`src/rtl/ring_mon_pkg.sv`:
```
// Shared definitions for the ring phase monitor: FSM state encoding and
// the width helper used to size the phase index.
package ring_mon_pkg;

  typedef enum logic [1:0] {
    SYNC  = 2'd0,
    TRACK = 2'd1,
    FAULT = 2'd2
  } mon_state_e;

  // Never returns 0 so that single-value ranges still get a 1-bit vector.
  function automatic int unsigned clog2(input int unsigned v);
    int unsigned r;
    r = 0;
    while ((64'd1 << r) < 64'(v)) r = r + 1;
    return (r == 0) ? 1 : r;
  endfunction

endpackage

```
`src/rtl/ring_phase_monitor_onehot_enc.sv`:
```
// Combinational one-hot to binary encoder with a one-hot validity flag.
module onehot_enc
  import ring_mon_pkg::*;
#(
  parameter int unsigned N = 4
) (
  input  logic [N-1:0]        vec_i,
  output logic [clog2(N)-1:0] idx_o,
  output logic                onehot_o
);

  localparam int unsigned IW = clog2(N);

  // OR of set-bit positions; only meaningful when onehot_o is high.
  always_comb begin
    idx_o = '0;
    for (int unsigned i = 0; i < N; i++) begin
      if (vec_i[i]) idx_o = idx_o | IW'(i);
    end
  end

  assign onehot_o = (vec_i != '0) && ((vec_i & (vec_i - N'(1))) == '0);

endmodule

```
`src/rtl/ring_phase_monitor.sv`:
```
// Monitors a rotating one-hot ring: tracks phase index, counts revolutions,
// flags corruption or mis-sequencing and requests a re-preset on fault.
module ring_phase_monitor
  import ring_mon_pkg::*;
#(
  parameter int unsigned N        = 4,
  parameter int unsigned REV_W    = 8,
  parameter int unsigned SYNC_CYC = 2
) (
  input  logic                clk,
  input  logic                rst,
  input  logic [N-1:0]        phase,
  input  logic                err_clr,
  output logic [clog2(N)-1:0] idx,
  output logic                idx_valid,
  output logic                rev_tick,
  output logic [REV_W-1:0]    rev_cnt,
  output logic                err_onehot,
  output logic                err_seq,
  output logic                err_sticky,
  output logic                resync_req
);

  localparam int unsigned IW = clog2(N);
  localparam int unsigned SW = clog2(SYNC_CYC + 1);

  mon_state_e        state_q;
  logic [N-1:0]      prev_q;
  logic [IW-1:0]     idx_q;
  logic              idx_valid_q;
  logic              rev_tick_q;
  logic [REV_W-1:0]  rev_cnt_q;
  logic              err_onehot_q;
  logic              err_seq_q;
  logic              err_sticky_q;
  logic              resync_req_q;
  logic [SW-1:0]     sync_cnt_q;

  logic [IW-1:0]     enc_idx;
  logic              is_onehot;
  logic [N-1:0]      expected;
  logic              err_oh_d;
  logic              err_sq_d;

  onehot_enc #(.N(N)) u_enc (
    .vec_i    (phase),
    .idx_o    (enc_idx),
    .onehot_o (is_onehot)
  );

  // Error pulses are decoded combinationally so the sticky flag can give
  // priority to a same-cycle error over err_clr.
  always_comb begin
    expected = {prev_q[N-2:0], prev_q[N-1]};
    err_oh_d = 1'b0;
    err_sq_d = 1'b0;
    case (state_q)
      SYNC:    err_oh_d = !is_onehot && (sync_cnt_q == SW'(SYNC_CYC - 1));
      TRACK: begin
        err_oh_d = !is_onehot;
        err_sq_d = is_onehot && (phase != expected);
      end
      default: ;
    endcase
  end

  always_ff @(posedge clk or posedge rst) begin
    if (rst) begin
      state_q      <= SYNC;
      prev_q       <= '0;
      idx_q        <= '0;
      idx_valid_q  <= 1'b0;
      rev_tick_q   <= 1'b0;
      rev_cnt_q    <= '0;
      err_onehot_q <= 1'b0;
      err_seq_q    <= 1'b0;
      err_sticky_q <= 1'b0;
      resync_req_q <= 1'b0;
      sync_cnt_q   <= '0;
    end else begin
      rev_tick_q   <= 1'b0;
      err_onehot_q <= err_oh_d;
      err_seq_q    <= err_sq_d;
      err_sticky_q <= err_oh_d | err_sq_d | (err_sticky_q & ~err_clr);
      case (state_q)
        SYNC: begin
          if (is_onehot) begin
            state_q     <= TRACK;
            idx_q       <= enc_idx;
            idx_valid_q <= 1'b1;
            prev_q      <= phase;
            sync_cnt_q  <= '0;
          end else if (err_oh_d) begin
            state_q      <= FAULT;
            resync_req_q <= 1'b1;
            sync_cnt_q   <= '0;
          end else begin
            sync_cnt_q <= sync_cnt_q + SW'(1);
          end
        end
        TRACK: begin
          if (err_oh_d || err_sq_d) begin
            state_q      <= FAULT;
            idx_valid_q  <= 1'b0;
            resync_req_q <= 1'b1;
          end else begin
            idx_q  <= enc_idx;
            prev_q <= phase;
            if (prev_q[N-1]) begin
              rev_tick_q <= 1'b1;
              rev_cnt_q  <= rev_cnt_q + REV_W'(1);
            end
          end
        end
        FAULT: begin
          if (phase == N'(1)) begin
            state_q      <= TRACK;
            idx_q        <= '0;
            idx_valid_q  <= 1'b1;
            prev_q       <= phase;
            resync_req_q <= 1'b0;
          end
        end
        default: state_q <= SYNC;
      endcase
    end
  end

  assign idx        = idx_q;
  assign idx_valid  = idx_valid_q;
  assign rev_tick   = rev_tick_q;
  assign rev_cnt    = rev_cnt_q;
  assign err_onehot = err_onehot_q;
  assign err_seq    = err_seq_q;
  assign err_sticky = err_sticky_q;
  assign resync_req = resync_req_q;

endmodule
```
`config.mk`:
```
export PLATFORM = sky130hd
export DESIGN_NAME = ring_phase_monitor
export DESIGN_NICKNAME = d
export VERILOG_FILES = /design/src/rtl/ring_mon_pkg.sv /design/src/rtl/ring_phase_monitor_onehot_enc.sv /design/src/rtl/ring_phase_monitor.sv
export SDC_FILE = /design/constraint.sdc
export NUM_CORES = 1
export LEC_CHECK = 0
export CORE_MARGIN = 10
export CORE_UTILIZATION = 50
export CTS_CLUSTER_SIZE = 40
export DETAILED_ROUTE_END_ITERATION = 10
export DONT_BUFFER_PORTS = 1
export RECOVER_POWER = 100
export SETUP_SLACK_MARGIN = 0.4
export SYNTH_ARGS = -nofsm -noshare
export SYNTH_HDL_FRONTEND = slang
export SYNTH_SLANG_ARGS = --single-unit
```
`constraint.sdc`:
```
create_clock -name clk -period 2.6 [get_ports clk]
set_input_delay 0.65 -clock clk [delete_from_list [all_inputs] [get_ports clk]]
set_output_delay 0.65 -clock clk [all_outputs]
set_load 0.01 [all_outputs]
```
* Word-level counts from Yosys, hierarchy flattened
Cells that the tools add are included.
** Word-level totals
- Register bits after elaboration :: 24
- Bits in latches :: 0
- Bits in writable memories :: 0
- Bits in read-only memories :: 0
- Input bits :: 7
- Memories kept :: 0
** Operators by class
- $add $sub $neg :: 3
- Multipliers :: 0
- Divide/modulo/power cells :: 0
- Magnitude comparators :: 0
- Eq/ne operators :: 12
- Shift-type cells :: 0
- Muxes and demuxes :: 32
- Bitwise operators :: 6
- Reduce and logical (&&, ||, !) cells :: 14
** Operator list (number)
- 2-bit 2-to-1 mux :: 11
- 1-bit 2-to-1 mux :: 12
- 4-bit 2-to-1 mux :: 3
- 2-bit != test, second input constant :: 6
- 2-bit one-hot mux with 3 select lines :: 2
- 4-bit one-hot mux with 3 select lines :: 1
- 8-bit by 1-bit adder with 8-bit output, second input constant :: 1
- 4-bit AND reduction :: 2
- 1-bit one-hot mux with 3 select lines :: 2
- 3-bit AND reduction :: 2
- 5-bit AND reduction :: 1
- 4-bit AND :: 1
- 2-bit by 1-bit == test with 1-bit output, second input constant :: 2
- 4-bit by 1-bit == test with 1-bit output, second input constant :: 1
- 4-bit zero test :: 1
- 4-bit != test :: 1
- 4-bit nonzero test :: 1
- 4-bit by 1-bit subtractor with 4-bit output, second input constant :: 1
- 1-bit logical AND :: 3
- 3-bit != test, second input constant :: 1
- 3-bit nonzero test :: 1
- 2-bit by 1-bit adder with 2-bit output, second input constant :: 1
- 2-bit == test, second input constant :: 1
- 2-bit zero test :: 1
- other kinds (6) :: 8

* Longest topological paths before layout
- Depth in word-level cells :: 10
- Gate-level depth with buffers :: 6
- Mapped depth without buffers :: 5

* By module
Synthesis repeated with hierarchy kept, for this count alone.
** Unflattened totals
- Cell total of the unflattened synthesis :: 114
- Area, all modules :: 1212.4 um2
** Modules (own cells, without submodules)
- ring_phase_monitor :: instances 1, cells each 108, area an instance 1162.4 um2, sequential area each 600.6 um2
- onehot_enc :: instances 1, cells each 6, area an instance 50.0 um2, sequential area each 0.0 um2

* Worst setup path before layout
No wires, ideal clock.
- Kind :: input-to-reg
- From :: input phase[0]
- To :: register prev_q[0]
- Arrival time :: 2.087 ns
- Path slack :: 0.386 ns
- Stages :: 6
- Buffers on the path :: 1
- Cell sequence :: buf_4 > xnor2_1 > nand4_2 > a211oi_4 > nand2b_4 > mux2_1
** On the way
- Longest elaborated chain between the ends :: 10
- Elaborated cells between the ends (all ways) :: 21
- Those cells by class :: 1 x add/sub; 5 x eq/ne; 6 x mux; 1 x bitwise; 8 x reduce/logical
** RTL lines
- start: declaration :: RTL line ring_phase_monitor.sv:12 : input logic [N-1:0] phase,
- 4-bit by 1-bit subtractor with 4-bit output :: RTL line ring_phase_monitor_onehot_enc.sv:22 : assign onehot_o = (vec_i != '0) && ((vec_i & (vec_i - N'(1))) == '0);
- 4-bit AND :: RTL line ring_phase_monitor_onehot_enc.sv:22
- 4-bit zero test :: RTL line ring_phase_monitor_onehot_enc.sv:22
- 1-bit logical AND :: RTL line ring_phase_monitor_onehot_enc.sv:22
- 1-bit zero test :: RTL line ring_phase_monitor.sv:58, ring_phase_monitor.sv:60
- 1-bit logical AND :: RTL line ring_phase_monitor.sv:58 : SYNC: err_oh_d = !is_onehot && (sync_cnt_q == SW'(SYNC_CYC - 1));
- 1-bit one-hot mux with 2 select lines :: RTL line ring_phase_monitor.sv:57 : case (state_q)
- 1-bit logical OR :: RTL line ring_phase_monitor.sv:102 : if (err_oh_d || err_sq_d) begin
- 2-bit != test (no source line)
- 4-bit AND reduction (no source line)
- end signal: assignment :: RTL line ring_phase_monitor.sv:91 : prev_q <= phase;
- end signal: assignment :: RTL line ring_phase_monitor.sv:108 : prev_q <= phase;
- end signal: assignment :: RTL line ring_phase_monitor.sv:120 : prev_q <= phase;
- end: declaration :: RTL line ring_phase_monitor.sv:28 : logic [N-1:0] prev_q;
Parallel ways exist; a longest one is shown, timed or not. The select of a mux whose other input is x is not followed.
A chain may end at the register's enable or synchronous reset.

* Worst setup path after layout
Same ends and word-level chain as after synthesis.

==> out/metrics.cfg <==
[status]
status = finished clean

[route]
first_pass_iters = 4
dr_total_vias = 729
routed_wl_mm = 2.07
drc_errors = 0
wl_per_cell_um = 15.6
drt_iter0_drc = 35
avgViaCountPerCell = 5.48
final_antenna_net_count = 0

[floorplanning]
dieArea_mm2 = 0.00470
core_area_mm2 = 0.00223
start_util_pct = 52.8
num_rows = 17
die_h_um = 68.6
die_x_um = 68.6
io_pins = 23

[timing]
setup_viol = 0
worst_pin_slew_ns = 1.09
period_share_pct = 80.6
fin_skew_ns = 0.00338
period_needed_ns = 2.10
rsz0062_at_grt = false
slew_headroom_pct = 27.2
maxSlewViolCount = 0
hold_viol_final = 0
fin_tns_setup_ns = 0
max_freq_ghz = 0.477

[finish]
syn_to_final_growth_pct = 3.61
final_common_cell = dfrtp_1
drive_above_1_share_pct = 7.62
final_nets = 115
layout_common_cells = dfrtp_1, nand2_1, xnor2_1, o21ai_0, nor2_1
antenna_cells = 0

[clock_tree]
cts_resized = 0
cts_inserted_buffers = 3
cts-htree-levels = 1
clock_sinks = 24
cts_buffer_depth = 2
ctsHoldBuffers = 0
post-cts-setup-buffer-count = 0
clkTransAtPathRegs_ns = 0.13
worstSkewPairLatency_ns = 0.31
cts_tree = built
cts_root_buf = clkbuf_4

[yosys]
yosysUniqueCellTypes = 32
synth_area_mm2 = 0.00118
netlist_instances = 104
syn_area_per_cell_um2 = 11.3
seq_area_frac_synth_pct = 50.9
ys_ff_latch = 24
ys_warn_count = 0
syn-num-nets = 113

[place]
portBuffers = 0
place.gp.congestion = 0.772
hpwl_mm = 1.58

[power]
total_power_mw = 1.09
power_density_mw_per_mm2 = 893
leakage_nw = 0.543
ir_worst_vdd_mv = 0.534

[setup_path]
startpoint_type = input port
worst-path-max-fanout = 7
cp.required_ns = 2.81
critical_path_class = input port to flip-flop
arrival_ns = 2.31
end_kind = flip-flop

[global_route]
use_met3_pct = 4.51
grt_usage_pct = 9.62
globalRouteMet2Util_pct = 13.9
met1_usage_pct = 12.7
grt_pass1_vias = 710
grt_busiest_layer = met2
antenna_found_initial = 0
grt_max_degree = 25
overflow = 0
grt_pass1_wl_mm = 3.51

[worst_hold_path]
hold_class = input port to asynchronous set/reset pin

[flow_run]
cap_violations = 0

per-layer routing:
layer	routed length, um	up-vias	part of all wire [%]
met2	928	16	45
met3	202	2	9.8
li1	-	362	-
met5	0	-	0
met1	924	349	45
met4	14	0	0.68
cells by family (layout without fill, tap and decap cells):
group,count (synthesis),after routing,share of synthesized area [%]
fa+ha+maj,2,2,2.12
xor+xnor,12,12,8.91
mux,3,3,2.76
compound gates,16,16,10.1
buf+inv,8,9,3.18
flops,24,24,50.9
simple gates,39,39,22.1
worst max-delay path: stages:
cell and delay, ns:
xor2_1 0.14, a211oi_1 0.86, a211oi_4 0.08, nand2b_1 0.25
mux2_1 0.33
cell type report:
cell class              instances  area (um2)
repair buffers                  1        3.75
multi-input cells              72         515
flip-flops and latches         24         601
clock buffers                   3        22.5
clock inverters                 1        30.0
well taps                      28        35.0
fillers                       203        1010
inverters                       4        15.0
flip-flops by register name, indices dropped and copies added (netlist names):
| signal | cells |
|---|---|
| rev_cnt | 8 |
| prev_q | 4 |
| idx | 2 |
| state_q | 2 |
| sync_cnt_q | 2 |
| err_onehot | 1 |
| err_seq | 1 |
| err_sticky | 1 |
| idx_valid | 1 |
| resync_req | 1 |
| rev_tick | 1 |
per-stage QoR:
step	hold slack, ns	util, %	worst slack (ns)	cells	area [um2]
floorplan	0.472	-	0.407	104	1180
global placement	0.488	53.9	0.495	129	1200
detailed placement	0.518	53.9	0.449	129	1200
CTS	0.392	56.2	0.713	133	1260
global route	0.394	54.7	0.343	133	1220
finish	0.391	54.7	0.504	133	1220
power breakdown:
part	leakage [nW]	switching, mW	total [mW]	internal (mW)
sequential	0.307	0.125	0.593	0.468
clock	0.0279	0.110	0.266	0.156
combinational	0.209	0.120	0.233	0.113
total	0.543	0.355	1.09	0.736
path summary, 6_finish.rpt:
check | startpoint | end | slack [ns] | depth (start not counted)
worst max-delay path | phase[0] | prev_q[0] | 0.50 | 5
worst min-delay path | rst | sync_cnt_q[1] | 0.39 | 1
worst max register to register | prev_q[1] | rev_cnt[1] | 0.68 | 4
worst min register to register | prev_q[0] | prev_q[0] | 0.54 | 1
max in group asynchronous | rst | idx[0] | 1.68 | 1
min in group clk | err_clr | err_sticky | 0.42 | 1
synthesized netlist by cell type:
| master | count | area share, % |
|---|---|---|
| nand3_1 | 2 | 0.85 |
| nor4_4 | 1 | 1.8 |
| nor4b_4 | 2 | 4.0 |
| nand4b_1 | 1 | 0.74 |
| nand4_2 | 1 | 1.1 |
| o21ai_1 | 7 | 3.0 |
| nor3_1 | 1 | 0.42 |
| mux2i_1 | 1 | 0.85 |
| nand4_1 | 3 | 1.6 |
| nor2b_1 | 1 | 0.53 |
| a21oi_1 | 2 | 0.85 |
| and2_1 | 1 | 0.53 |
| mux2_1 | 2 | 1.9 |
| nor2_1 | 6 | 1.9 |
| a21o_1 | 1 | 0.64 |
| o41ai_1 | 1 | 0.74 |
| inv_1 | 4 | 1.3 |
| buf_4 | 2 | 1.3 |
| clkbuf_1 | 2 | 0.64 |
| xnor2_1 | 10 | 7.4 |
| ha_1 | 2 | 2.1 |
| and3_1 | 2 | 1.1 |
| xor2_1 | 2 | 1.5 |
| a22oi_1 | 1 | 0.64 |
| nand3b_1 | 1 | 0.64 |
| dfrtp_1 | 24 | 51 |
| o21ai_0 | 2 | 0.85 |
| nand2_1 | 13 | 4.1 |
| nand2b_1 | 2 | 1.1 |
| nand2b_4 | 1 | 1.2 |
| a211oi_4 | 2 | 3.4 |
| or3_1 | 1 | 0.53 |
Note: power is estimated with default switching activity, not from simulation.
